--- src/rtl/disp_pkg.sv ---
// disp_pkg: shared types and constants for the seven-segment scan controller.
//   scan_state_t : scan FSM states (S_BLANK, S_SHOW, S_COMMIT)
//   ANODE_OFF    : inactive level of one common anode (anodes are active-low)
//   SEG_OFF      : all segments dark (segments are active-low)
//   nib2onehot   : hex nibble -> 16-bit one-hot decoder select
package disp_pkg;

    typedef enum logic [1:0] {
        S_BLANK  = 2'd0,
        S_SHOW   = 2'd1,
        S_COMMIT = 2'd2
    } scan_state_t;

    localparam logic       ANODE_OFF = 1'b1;
    localparam logic [6:0] SEG_OFF   = 7'b1111111;

    function automatic logic [15:0] nib2onehot(input logic [3:0] nib);
        return 16'h0001 << nib;
    endfunction

endpackage

--- src/rtl/disp_ctrl.sv ---
// disp_ctrl: one-hot hex value to seven-segment pattern decoder.
//   disp_val [15:0] in  : one-hot select, bit n shows hex digit n
//   seg_out  [6:0]  out : segments {g,f,e,d,c,b,a}, active-low
// Anything other than exactly one bit set leaves the digit dark.
module disp_ctrl
    import disp_pkg::*;
(
    input  logic [15:0] disp_val,
    output logic [6:0]  seg_out
);

    always_comb begin
        seg_out = SEG_OFF;
        case (disp_val)
            16'h0001: seg_out = 7'b1000000; // 0
            16'h0002: seg_out = 7'b1111001; // 1
            16'h0004: seg_out = 7'b0100100; // 2
            16'h0008: seg_out = 7'b0110000; // 3
            16'h0010: seg_out = 7'b0011001; // 4
            16'h0020: seg_out = 7'b0010010; // 5
            16'h0040: seg_out = 7'b0000010; // 6
            16'h0080: seg_out = 7'b1111000; // 7
            16'h0100: seg_out = 7'b0000000; // 8
            16'h0200: seg_out = 7'b0010000; // 9
            16'h0400: seg_out = 7'b0001000; // A
            16'h0800: seg_out = 7'b0000011; // b
            16'h1000: seg_out = 7'b1000110; // C
            16'h2000: seg_out = 7'b0100001; // d
            16'h4000: seg_out = 7'b0000110; // E
            16'h8000: seg_out = 7'b0001110; // F
            default:  seg_out = SEG_OFF;
        endcase
    end

endmodule

--- src/rtl/disp_scan_ctrl.sv ---
// disp_scan_ctrl: time-multiplexed, double-buffered seven-segment scanner.
//   clk, rst                  : single clock, synchronous active-high reset
//   wr_en/wr_ready            : write handshake (write when both high)
//   wr_digit, wr_val          : target digit index and hex nibble
//   digit_en [NUM_DIGITS]     : per-digit enable, 0 blanks that digit
//   seg_out [6:0]             : registered segment pattern, active-low
//   an_out [NUM_DIGITS]       : registered common anodes, active-low
//   frame_tick                : one-cycle pulse on the bank-commit cycle
// Optional (macro DISP_SCAN_DP_EN): wr_dp input stored with each digit,
// dp_out registered active-low decimal point.
// Writes land in the pending bank; the displayed bank is refreshed from it
// only in S_COMMIT, so a frame never mixes old and new digits.
module disp_scan_ctrl
    import disp_pkg::*;
#(
    parameter int NUM_DIGITS  = 4,
    parameter int REFRESH_DIV = 100000,
    parameter int DIV_W       = $clog2(REFRESH_DIV)
) (
    input  logic                          clk,
    input  logic                          rst,
    input  logic                          wr_en,
    output logic                          wr_ready,
    input  logic [$clog2(NUM_DIGITS)-1:0] wr_digit,
    input  logic [3:0]                    wr_val,
    input  logic [NUM_DIGITS-1:0]         digit_en,
    output logic [6:0]                    seg_out,
    output logic [NUM_DIGITS-1:0]         an_out,
    output logic                          frame_tick
`ifdef DISP_SCAN_DP_EN
    ,
    input  logic                          wr_dp,
    output logic                          dp_out
`endif
);

    localparam int                    IDX_W      = $clog2(NUM_DIGITS);
    localparam logic [NUM_DIGITS-1:0] AN_ALL_OFF = {NUM_DIGITS{ANODE_OFF}};
    localparam logic [DIV_W-1:0]      CNT_LAST   = DIV_W'(REFRESH_DIV - 2);
    localparam logic [IDX_W-1:0]      IDX_LAST   = IDX_W'(NUM_DIGITS - 1);

    scan_state_t             state, state_d;
    logic [IDX_W-1:0]        idx, idx_d;
    logic [DIV_W-1:0]        cnt, cnt_d;
    logic [3:0]              pending [NUM_DIGITS];
    logic [3:0]              active  [NUM_DIGITS];
    logic                    show_en;
    logic [NUM_DIGITS-1:0]   an_d;
    logic [6:0]              dec_seg;
    logic                    wr_fire;

    // wr_ready is registered from state_d, so it is low exactly in S_COMMIT.
    assign wr_fire = wr_en && wr_ready && (int'(wr_digit) < NUM_DIGITS);

    disp_ctrl u_disp_ctrl (
        .disp_val (nib2onehot(active[idx])),
        .seg_out  (dec_seg)
    );

    // an_d is the anode pattern for the cycle after this edge, so the
    // registered anodes line up with the state they belong to.
    always_comb begin
        state_d = state;
        idx_d   = idx;
        cnt_d   = cnt;
        an_d    = AN_ALL_OFF;
        case (state)
            S_BLANK: begin
                state_d = S_SHOW;
                cnt_d   = '0;
                if (digit_en[idx]) an_d[idx] = ~ANODE_OFF;
            end
            S_SHOW: begin
                if (cnt == CNT_LAST) begin
                    cnt_d = '0;
                    if (idx == IDX_LAST) begin
                        state_d = S_COMMIT;
                    end else begin
                        idx_d   = idx + 1'b1;
                        state_d = S_BLANK;
                    end
                end else begin
                    cnt_d = cnt + 1'b1;
                    if (show_en) an_d[idx] = ~ANODE_OFF;
                end
            end
            S_COMMIT: begin
                state_d = S_BLANK;
                idx_d   = '0;
            end
            default: begin
                state_d = S_BLANK;
                idx_d   = '0;
                cnt_d   = '0;
            end
        endcase
    end

    always_ff @(posedge clk) begin
        if (rst) begin
            state      <= S_BLANK;
            idx        <= '0;
            cnt        <= '0;
            show_en    <= 1'b0;
            an_out     <= AN_ALL_OFF;
            seg_out    <= SEG_OFF;
            wr_ready   <= 1'b1;
            frame_tick <= 1'b0;
            pending    <= '{default: '0};
            active     <= '{default: '0};
        end else begin
            state      <= state_d;
            idx        <= idx_d;
            cnt        <= cnt_d;
            an_out     <= an_d;
            wr_ready   <= (state_d != S_COMMIT);
            frame_tick <= (state_d == S_COMMIT);
            if (state == S_BLANK) begin
                seg_out <= dec_seg;
                show_en <= digit_en[idx];
            end
            if (wr_fire) pending[wr_digit] <= wr_val;
            if (state == S_COMMIT) active <= pending;
        end
    end

`ifdef DISP_SCAN_DP_EN
    logic pending_dp [NUM_DIGITS];
    logic active_dp  [NUM_DIGITS];

    always_ff @(posedge clk) begin
        if (rst) begin
            pending_dp <= '{default: 1'b0};
            active_dp  <= '{default: 1'b0};
            dp_out     <= 1'b1;
        end else begin
            if (wr_fire) pending_dp[wr_digit] <= wr_dp;
            if (state == S_COMMIT) active_dp <= pending_dp;
            if (state == S_BLANK) dp_out <= ~active_dp[idx];
        end
    end
`endif

endmodule

--- config.mk ---
export PLATFORM = sky130hd
export DESIGN_NAME = disp_scan_ctrl
export DESIGN_NICKNAME = d
export VERILOG_FILES = /design/src/rtl/disp_pkg.sv /design/src/rtl/disp_ctrl.sv /design/src/rtl/disp_scan_ctrl.sv
export SDC_FILE = /design/constraint.sdc
export NUM_CORES = 1
export LEC_CHECK = 0
export ABC_AREA = 1
export BUFFER_PORTS_ARGS = -buffer_cell sky130_fd_sc_hd__buf_2
export CAP_MARGIN = 20
export CORE_ASPECT_RATIO = 1.4
export CORE_UTILIZATION = 47
export DETAILED_ROUTE_END_ITERATION = 10
export MAX_ROUTING_LAYER = met4
export PLACE_DENSITY = 0.61
export SKIP_CTS_REPAIR_TIMING = 1
export SYNTH_ARGS = -nofsm -noshare
export SYNTH_HDL_FRONTEND = slang
export SYNTH_HIERARCHICAL = 1
export SYNTH_SLANG_ARGS = --single-unit
--- constraint.sdc ---
create_clock -name clk -period 3.5 [get_ports clk]
set_clock_uncertainty 0.15 [all_clocks]
set_input_delay 0.35 -clock clk [delete_from_list [all_inputs] [get_ports clk]]
set_output_delay 0.35 -clock clk [all_outputs]
set_load 0.02 [all_outputs]
; Word-level counts from Yosys, hierarchy flattened
; Cells that the tools add are included.
[totals]
ff_bits = 67
output_inout_bits = 13
word_cells = 80
[op_classes]
n_shift = 1
n_bitwise = 4
reduce_logical = 5
order_cmp = 5
n_eq_ne = 24
add_sub_neg = 2
n_mux = 23
[op_table]
columns = op, n
row1 = $pmux W7 S16, 1
row2 = $pmux W17 S2, 1
row3 = $mux W4, 6
row4 = $add A17 B1 Y17 const B, 1
row5 = $eq A17 B17 Y1 const B, 1
row6 = $mux W17, 1
row7 = $bwmux W16, 1
row8 = $eq A16 B1 Y1 const B, 1
row9 = $eq A16 B10 Y1 const B, 1
row10 = $eq A16 B11 Y1 const B, 1
row11 = $eq A16 B12 Y1 const B, 1
row12 = $eq A16 B13 Y1 const B, 1
row13 = $eq A16 B14 Y1 const B, 1
row14 = $eq A16 B15 Y1 const B, 1
row15 = $eq A16 B16 Y1 const B, 1
row16 = $eq A16 B2 Y1 const B, 1
row17 = $eq A16 B3 Y1 const B, 1
row18 = $eq A16 B4 Y1 const B, 1
row19 = $eq A16 B5 Y1 const B, 1
row20 = $eq A16 B6 Y1 const B, 1
row21 = $eq A16 B7 Y1 const B, 1
row22 = $eq A16 B8 Y1 const B, 1
row23 = $eq A16 B9 Y1 const B, 1
row24 = $shl A1 B4 Y16 const A, 1
row25 = 22 further kinds, 35

; Depth between registers and ports, before layout
; Gate-level depths: netlist (run 1).
[logic_depth]
depth_word = 8
mapped_depth = 22
mapped_depth_nobuf = 21

; Hierarchy
; The synthesis (run 1) kept the hierarchy.
[by_module_without_submodules]
columns = module, seq_area_each_um2, instances, area_each_um2, cells_each
row1 = disp_scan_ctrl, 1341.3, 1, 3161.8, 460
row2 = disp_ctrl, 0.0, 1, 633.1, 116

; Least setup slack after synthesis (run 1)
; No wires, ideal clock.
[synth_path]
path_type = reg2reg
from = reg idx[0]
to = reg seg_out[4]
n_path_buf = 1
required_ps = 3221
setup_ps = 129
t_arrival_ps = 2068
stages_incl_launch_ff = 19
path_slack_ps = 1153
path_cell_list = dfxtp_1 -> buf_4 -> nand2_1 -> a32oi_2 -> inv_1 -> nand2_1 -> nor2_1 -> nor2_2 -> nand2_4 -> nor2_8 -> nand2_4 -> nand2_2 -> inv_2 -> nand2_2 -> nor2_2 -> nand2_4 -> nand2_2 -> nand2_1 -> nand3_1
[synth_between]
elab_chain_cells = 7
[synth_rtl]
columns = element, line_no
row1 = from (decl), disp_scan_ctrl.sv:43  ; logic [IDX_W-1:0] idx, idx_d;
row2 = from (signal assigned), disp_scan_ctrl.sv:113  ; idx <= idx_d;
row3 = $not A2 Y3 (implied by the code) *, disp_scan_ctrl.sv:56  ; .disp_val (nib2onehot(active[idx])),
row4 = $bmux W4 S2 *, disp_scan_ctrl.sv:56
row5 = $mux W4 (implied by the code) * (2 in a row), disp_scan_ctrl.sv:56
row6 = $shl A1 B4 Y16 *, disp_pkg.sv:18  ; return 16'h0001 << nib;
row7 = "$eq A16 B16 Y1, or another cell as far along", disp_ctrl.sv:14  ; case (disp_val)
row8 = $pmux W7 S16 *, disp_ctrl.sv:14
row9 = via dec_seg[4], disp_scan_ctrl.sv:49  ; logic [6:0] dec_seg;
row10 = to (signal assigned), disp_scan_ctrl.sv:119  ; seg_out <= dec_seg;
row11 = to (decl), disp_scan_ctrl.sv:27  ; output logic [6:0] seg_out,
; Mark *: on every way through the listed nets, which the timed path passes. The rest lies on a longest branch. The select of a mux whose other input is x is not followed.
; A chain may end at the register's enable or synchronous reset.

; Worst setup path in the final report (run 1)
[layout_path]
from = reg idx[0]
to = reg seg_out[0]
; The elaborated chain is that of the path after synthesis.

==> results of run 1 <==
## Yosys cell counts (all sizes together)
cell type / count
nor3: 9
o21bai: 2
nand3: 45
and3: 2
nor2: 140
dfxtp: 67
buf: 10
nand3b: 1
o21ai: 44
clkinv: 1
inv: 56
clkbuf: 5
a32oi: 2
xnor2: 1
xor2: 2
a21oi: 23
nand2: 151
ha: 6
nand4: 9
## state kept, by name, summed over array words and instances, names as in the netlist
register    cells
frame_tick      1
cnt            17
idx             2
pending        16
wr_ready        1
state           2
an_out          4
show_en         1
seg_out         7
active         16
## worst register-to-register path, stage by stage (launching register included)
cell     delay (ns)
dfxtp_1        0.63
inv_2          0.21
nand2_1        0.10
nand3_1        0.11
a21oi_1        0.21
nand2_1        0.13
nor2_1         0.28
nor2_4         0.09
nand2_4        0.10
nor2_1         0.06
o21ai_1        0.22
nand2_2        0.08
nor2_2         0.13
nand2_4        0.12
nand2_2        0.08
nand2_1        0.06
nand3_1        0.11
## kinds of logic after synthesis
family / Yosys count
AND/OR/NAND/NOR: 357
buffers and inverters: 72
AO/OA/AOI/OAI: 71
flip-flops: 67
adder cells (fa/ha/maj): 6
XOR/XNOR: 3
## through the flow
stage	hold WS, ns	setup WS (ns)	utilization (%)
after detailed placement	0.291	0.551	50.8
after floorplan	0.269	1.15	-
after global routing	0.137	0.320	53.7
after CTS	0.135	0.535	53.7
final	0.143	0.568	53.7
after global placement	0.285	0.631	50.8
## report_power, final
part,switching [mW],leakage [nW],internal [mW]
Clock,0.321,0.108,0.407
Sequential,0.00991,0.545,0.780
Combinational,0.0544,1.15,0.0262
Total,0.385,1.80,1.21
## cell usage in the layout (no fill, tap or decap), drive strengths merged
master | netlist | final
o21bai | 2 | 2
dfxtp | 67 | 67
clkinvlp | 0 | 2
ha | 6 | 6
and3 | 2 | 2
nor2 | 140 | 140
clkinv | 1 | 2
a21oi | 23 | 23
bufinv | 0 | 2
nand4 | 9 | 9
nand3b | 1 | 1
xor2 | 2 | 2
xnor2 | 1 | 1
a32oi | 2 | 2
nand2 | 151 | 151
nand3 | 45 | 45
inv | 56 | 58
nor3 | 9 | 9
clkbuf | 5 | 9
buf | 10 | 26
o21ai | 44 | 44
## area by class of cell
type | count | area, um^2 | area share (%)
Multi-Input combinational cell | 437 | 2150 | 51.3
Sequential cell | 67 | 1340 | 32.0
Inverter | 57 | 216 | 5.17
Timing Repair Buffer | 26 | 133 | 3.17
Tap cell | 100 | 125 | 2.99
Clock buffer | 9 | 124 | 2.96
Clock inverter | 7 | 100 | 2.39
## routing by layer
| metal | track usage, % | wire length (um) | vias up |
|---|---|---|---|
| met5 | - | 0 | - |
| met4 | 9.39 | 155 | 0 |
| met3 | 5.06 | 243 | 13 |
| met2 | 38.4 | 4360 | 61 |
| met1 | 24.9 | 3780 | 1594 |
| li1 | - | - | 1875 |
## how the worst min path moves through the flow
stage / start / end / cells after the start
global route: wr_val[0] / pending[0] / 3
detailed placement: seg_out[1] / seg_out[1] / 2
finish: wr_val[0] / pending[4] / 3
CTS: wr_val[0] / pending[0] / 3
floorplan: rst / cnt[1] / 1
global placement: seg_out[5] / seg_out[5] / 2
==> results.md, run 1 <==
- From bottom edge to top edge, the die measures 108 um.
- The post-route netlist has 15.1% of its cells at a drive strength greater than 1.
- Entering global routing, the biggest net connects 38 pins.
- During synthesis, Yosys emitted a total of 6 warnings.
- In the synthesized netlist, mux cells make up 0% of the area.
- The worst pin sits at a relative slew slack of 34.1%.
- The filler cell count is 807.
- The sum of buffers and inverters on the critical path is 1.
- The run finished with clean final reports.
- Along the worst path, the maximum fanout reaches 14.
- The first global-routing pass estimated 14300 um of wire.
- The initial core utilization is 48.7%.
- The analysis attributes to cell leakage a power of 1.80 nW.
- The maximum clock frequency is 341 MHz.
- The number of global-route vias before repair is 3213.
- Once detail routing completed, the nets flagged for antenna violations numbered 0.
- After layout, the design draws a total of 1.60 mW.
- Counting the buffers created by CTS gives 9.
- The slowest cell on the critical path is dfxtp_1.
- Setup repair after global routing left no endpoint under its margin.
- The required time of the worst setup path is 3.64 ns.
- The area added between synthesis and finish is 10.3%.
- The worst-case vdd ir drop is 0.000256 V.
- In this run, distinct cell masters in the synthesized netlist total 34.
- Across every metal layer, demand over resource in global routing totals 22.3%.
- Counting tap cells, the placed design contains a total of 687 instances.
- The worst-case reg-to-reg path depth is 16.
- The synthesized cell area is 3790 um^2.
- The timing startpoint of the critical path is idx[0].
- After Yosys synthesis, XOR and XNOR cells account for 0.692% of the synthesized area.
- The finished cells cover 4190 um^2.
- The worst register-to-register path begins at idx[0].
- The clock period could shrink to 2.93 ns.
- The area fraction of the dominant cell type after synthesis is 35.3%.
- The path type of the worst min-delay path is in2reg.
- The repair_antennas step left the layout with diodes totalling 0.
- The clock tree synthesis step divided the H-tree into 3 levels.
- TritonCTS built the clock tree.
- The setup slack of the worst register-to-register path is 0.57 ns.
- The final weighted congestion of routability-driven global placement is 0.925.
- The average routed wire per standard cell is 12.1 um.
- The synthesized netlist devotes 1.98% of its cell area to adder and majority cells.
- The most repeated library cell on the critical path is nand2_1.
- Clock-pin slew was measured on the worst setup and hold paths at 0.08 ns.
- The cell type with the highest aggregate area in the netlist is dfxtp_1.
- The total wire length is 8540 um.
- Once placement finished, the instance area stood at 3960 um^2.
- The detailed router placed 3543 vias in this run.
- The synthesized netlist devotes 43.4% of its cell area to simple gates.
- Synthesis inferred 67 register bits.
- The master cell of the clock root buffer is clkbuf_8.
- At the worst endpoint, the arrival time is 3.07 ns.
- The total count of hold-check failures in the final report is 0.
- For this run, design rule violations remaining after detail routing come to 0.
- The total number of cells along the worst setup path is 16.
- The count of cells in the finished layout, fillers not included, comes to 703.
- The count of final max-slew check failures came to 0.
- In this run the horizontal extent of the chip is 77.9 um.
- For the final routed database, the setup TNS stands at 0 ns.
- The later pin in the worst-skew pair is clocked with a latency of 0.35 ns.
- In this design, the stage delay of the slowest critical-path cell is 0.63 ns.
- The iteration-0 DRC count of the detailed router is 122.
- The number of vias per cell is 5.04.
- The initial antenna violation count is 0.
- The synthesized-area fraction occupied by ao, oa, aoi and oai cells is 10.5%.
- The critical path startpoint category is a flip-flop.
- The standard-cell row count is 38.
- The total global routing overflow is 0.
- Summing the sequential cell areas from Yosys gives 35.3% of the chip area.
- In this run the critical register-to-register path is captured at seg_out[0].
- The number of nets handed over by synthesis was 595.
- Walking the worst path, the cells encountered are inv_2 > nand2_1 > nand3_1 > a21oi_1 > nand2_1 > nor2_1 > nor2_4 > nand2_4 > nor2_1 > o21ai_1 > nand2_2 > nor2_2 > nand2_4 > nand2_2 > nand2_1 > nand3_1.
- The cell family contributing the most delay on the critical path is simple AND/OR/NAND/NOR gates.
- In this run the deepest clock path goes through 2 buffers.
- For this design, the sink count on the clock tree is 67.
- The number of primary I/O pins is 26.
- The average size of a mapped cell is 6.59 um^2.
- After synthesis, the largest family of logic cells by area is simple AND/OR/NAND/NOR gates.
- The area inside the core boundary is 7800 um^2.
- At the pin with the least slew margin, the transition time is 0.987 ns.
- The critical path class is reg2reg.
- Power spread over the standard cell area amounts to 382 nW/um^2.
- The first detailed-routing pass took 4 iterations.
- The max-capacitance violation count is 0.
- Dividing the final minimum period by the clock period gives 83.8%.
- The endpoint class of the critical path is a flip-flop.
- The final net count is 617.
- The count of mapped cells out of synthesis is 576.
- The die covers 8440 um^2.
- The estimated wirelength of the detail-placed design is 6490 um.
- The most critical setup path has its endpoint at seg_out[0].
- By area the synthesized netlist is led by dfxtp_1 35%, nand2_1 13%, nor2_1 12%, o21ai_0 5.7%, nand3_1 5.5%.
- Setup violations remaining at the end of the flow were counted as 0.
- The count of input and output buffers is 25.
Note: power is estimated with default switching activity, not from simulation.
==> run 2: changes to the inputs <==
--- a/config.mk
+++ b/config.mk
@@ -12,7 +12,7 @@
 export CORE_UTILIZATION = 47
 export DETAILED_ROUTE_END_ITERATION = 10
 export MAX_ROUTING_LAYER = met4
-export PLACE_DENSITY = 0.61
+export PLACE_DENSITY = 0.63
 export SKIP_CTS_REPAIR_TIMING = 1
 export SYNTH_ARGS = -nofsm -noshare
 export SYNTH_HDL_FRONTEND = slang
==> constraint.sdc (replaced) <==
create_clock -name clk -period 2.65 [get_ports clk]
set_clock_uncertainty 0.15 [all_clocks]
set_input_delay 0.265 -clock clk [delete_from_list [all_inputs] [get_ports clk]]
set_output_delay 0.265 -clock clk [all_outputs]
set_load 0.02 [all_outputs]
==> run 2 against run 1 <==
Effect of this change: combinational power increased by 34%; sequential cell count unchanged; core utilization increased by 2.7 points; routed wire length increased by 3.2%; final area increased by 5.0%; critical path depth decreased by 1; sequential share of layout area decreased by 1.4 points; first-iteration DRC count increased by 34%; largest power group unchanged; highest routed layer unchanged.
==> results.md, run 2 (synthesis gave the netlist of run 1 again) <==
- The tree is rooted in a clkbuf_8.
- The count of final max-slew check failures was 0 (unchanged).
- The sequential cell fraction of total power is 50.5% (+1.1 points).
- The area growth from synthesis to layout is 15.8%.
- The number of vias per cell is 5.06 (+0.40%).
- The largest registers in the layout are cnt (17), active (16), pending (16).
- The leakage power of the design is 1.87 nW (+3.6%).
- The initial core utilization came to 48.7% (unchanged).
- The die outline width is 77.9 um (unchanged).
- The vertical die dimension is 108 um (unchanged).
- The number of design rule violations left after detail routing is 0 (unchanged).
- The endpoint class of the critical path is a flip-flop.
- The initial antenna violation count is 0 (unchanged).
- The total via count in the routed design is 3623 (+2.3%).
- The critical path startpoint category is a flip-flop.
- The count of antenna diodes in the layout came to 0 (unchanged).
- The switching share of total power was 23.7% (-0.44 points).
- The number of global-route vias before repair came to 3362 (+4.6%).
- The ratio of cells with drive above 1 in the final layout is 20.6% (+5.5 points).
- The required time of the worst setup path is 2.74 ns (-0.90 ns).
- The number of flip-flops in the largest register is 17 (unchanged).
- The area inside the core boundary is 7800 um^2 (unchanged).
- The final weighted congestion of routability-driven global placement is 0.969 (+4.7%).
- The slowest cell on the critical path is dfxtp_4.
- The top cell types in the final layout, fill and taps aside, are 128 x nand2_1, 109 x nor2_1, 66 x dfxtp_1.
- The highest fanout seen on the critical path is 10 (-4).
- The most frequent standard cell in the layout excluding fill and tap cells is nand2_1.
- The setup violation total in the final timing report was 0 (unchanged).
- The estimated wirelength of the detail-placed design came to 6620 um (+2.0%).
- The H-tree depth reported by CTS is 3 (unchanged).
- The setup slack of the worst register-to-register path is 0.18 ns (-0.39 ns).
- The pin count of the biggest net entering global routing is 41 (+7.9%).
- The total count of hold-check failures in the final report was 0 (unchanged).
- The max-capacitance violation count was 0 (unchanged).
- The slew at the pin with the worst max-slew slack is 0.523 ns (-0.464 ns).
- The internal power summed over all cells is 1.58 mW (+30%).
- The count of input and output buffers is 25 (unchanged).
- The sink count of the clock tree is 67 (unchanged).
- The deepest clock path buffer count is 2 (unchanged).
- The number of primary I/O pins is 26 (unchanged).
- The standard-cell row count came to 38 (unchanged).
- The headroom to the max-slew limit is 64.9% (+31 points).
- The iteration-0 DRC count of the detailed router was 164 (+34%).
- The worst-skew pair later-pin latency is 0.35 ns (about the same).
- The final setup TNS is 0 ns (unchanged).
- The total power is 2.07 mW (+29%).
- The sum of buffers and inverters on the critical path is 1 (unchanged).
- The kind of cell with the highest combined delay along the critical path is simple AND/OR/NAND/NOR gates.
- The net switching power came to 0.489 mW (+27%).
- The post-route fraction of the period consumed by the critical path is 93.3% (+9.5 points).
- The clock network fraction of design power is 44.3% (-1.2 points).
- The proportion of power drawn by combinational gates is 5.2% (+0.2 points).
- The overall routing resource usage is 23.1% (+0.77 points).
- The path type of the worst min-delay path is in2reg.
- The areal power density over the cells is 470 nW/um^2 (+23%).
- The critical path goes through nand2_1 > a32oi_4 > inv_2 > nand2_2 > nor2_4 > nor2_4 > nand2_4 > nor2_4 > nand4_1 > nand2_2 > nor2_2 > nand2_4 > nand2_2 > nand2_1 > nand3_1.
- Setup repair after global routing left no endpoint under its margin.
- The largest incremental delay on the critical path came to 0.43 ns (-0.20 ns).
- The data arrival time of the critical path was 2.56 ns (-0.51 ns).
- The critical path class is reg2reg.
- The wire length of the first global-routing pass is 14800 um (+3.1%).
- The maximum clock frequency is 405 MHz (+19%).
- TritonCTS built the clock tree.
- The first-pass iteration count of the detailed router is 4 (unchanged).
- The final antenna-violating net count is 0 (unchanged).
- The total global routing overflow came to 0 (unchanged).
- The average routed wire per standard cell is 12.3 um (+1.3%).
- The CTS buffer count was 9 (unchanged).
- The worst-case vdd ir drop is 0.000346 V (+35%).
- The clock slew seen by the registers of the worst setup and hold paths is 0.08 ns (about the same).
- The total wire length was 8820 um (+3.2%).
- The floorplan die area came to 8440 um^2 (unchanged).
- The final net count is 630 (+2.1%).
- cnt holds more flip-flops than any other register.
- The flow ran to the end, and the final reports show no timing, DRC or antenna violations.
- The time the final worst path needs with I/O delays and setup is 2.47 ns (-0.461 ns).
==> run 2: cell types whose count changed in the layout (fill, tap and decap cells not counted), sizes merged <==
cell and delta:
buf +13, bufinv -1, clkbuf +4, inv -3
==> run 2: area by class of cell <==
class	instances	area, um^2
timing repair buffer	39	243
tap	100	125
clock inverter	3	45.0
sequential	67	1350
multi-input combinational	437	2240
inverter	57	226
clock buffer	13	169
fill	787	3400
==> run 2: metal layers <==
layer  vias up  GRT usage, %  routed length (um)
li1       1895             -                   -
met5         -             -                   0
met4         0          13.0                 342
met1      1639          26.2                3810
met3        28          4.05                 267
met2        61          38.5                4390
==> run 2: power groups by stage <==
stage	clock network, mW	logic (mW)	registers (mW)
CTS	0.941	0.109	1.04
finish	0.915	0.108	1.04
global placement	0	0.108	1.07
detailed placement	0	0.109	1.07
global route	0.985	0.123	1.05
floorplan	0	0.0615	1.07
==> run 2: stage by stage <==
| stage | std cells | utilization, % | hold slack [ns] | setup WS [ns] | area, um^2 |
|---|---|---|---|---|---|
| after floorplan | 576 | - | 0.184 | 0.303 | 3790 |
| after global placement | 695 | 51.6 | 0.286 | 0.0393 | 4020 |
| after detailed placement | 695 | 51.6 | 0.293 | -0.0543 | 4020 |
| after CTS | 711 | 54.3 | 0.0495 | -0.0883 | 4240 |
| after global routing | 716 | 56.4 | 0.0538 | 0.00377 | 4390 |
| final | 716 | 56.4 | 0.0569 | 0.179 | 4390 |
==> run 2: worst register-to-register path, cell delays in order (launching register included) <==
cell and delay, ns:
dfxtp_4 0.43, nand2_1 0.12, a32oi_4 0.28, inv_2 0.10, nand2_2 0.11, nor2_4 0.06
nor2_4 0.15, nand2_4 0.10, nor2_4 0.19, nand4_1 0.19, nand2_2 0.12, nor2_2 0.05
nand2_4 0.12, nand2_2 0.05, nand2_1 0.06, nand3_1 0.07
==> run 2: final timing paths <==
path                   start  depth (start not counted)           to
hold / removal     wr_val[2]                          3  pending[14]
hold reg to reg   seg_out[5]                          2   seg_out[5]
setup reg to reg      idx[0]                         15   seg_out[4]
setup / recovery      idx[0]                         15   seg_out[4]
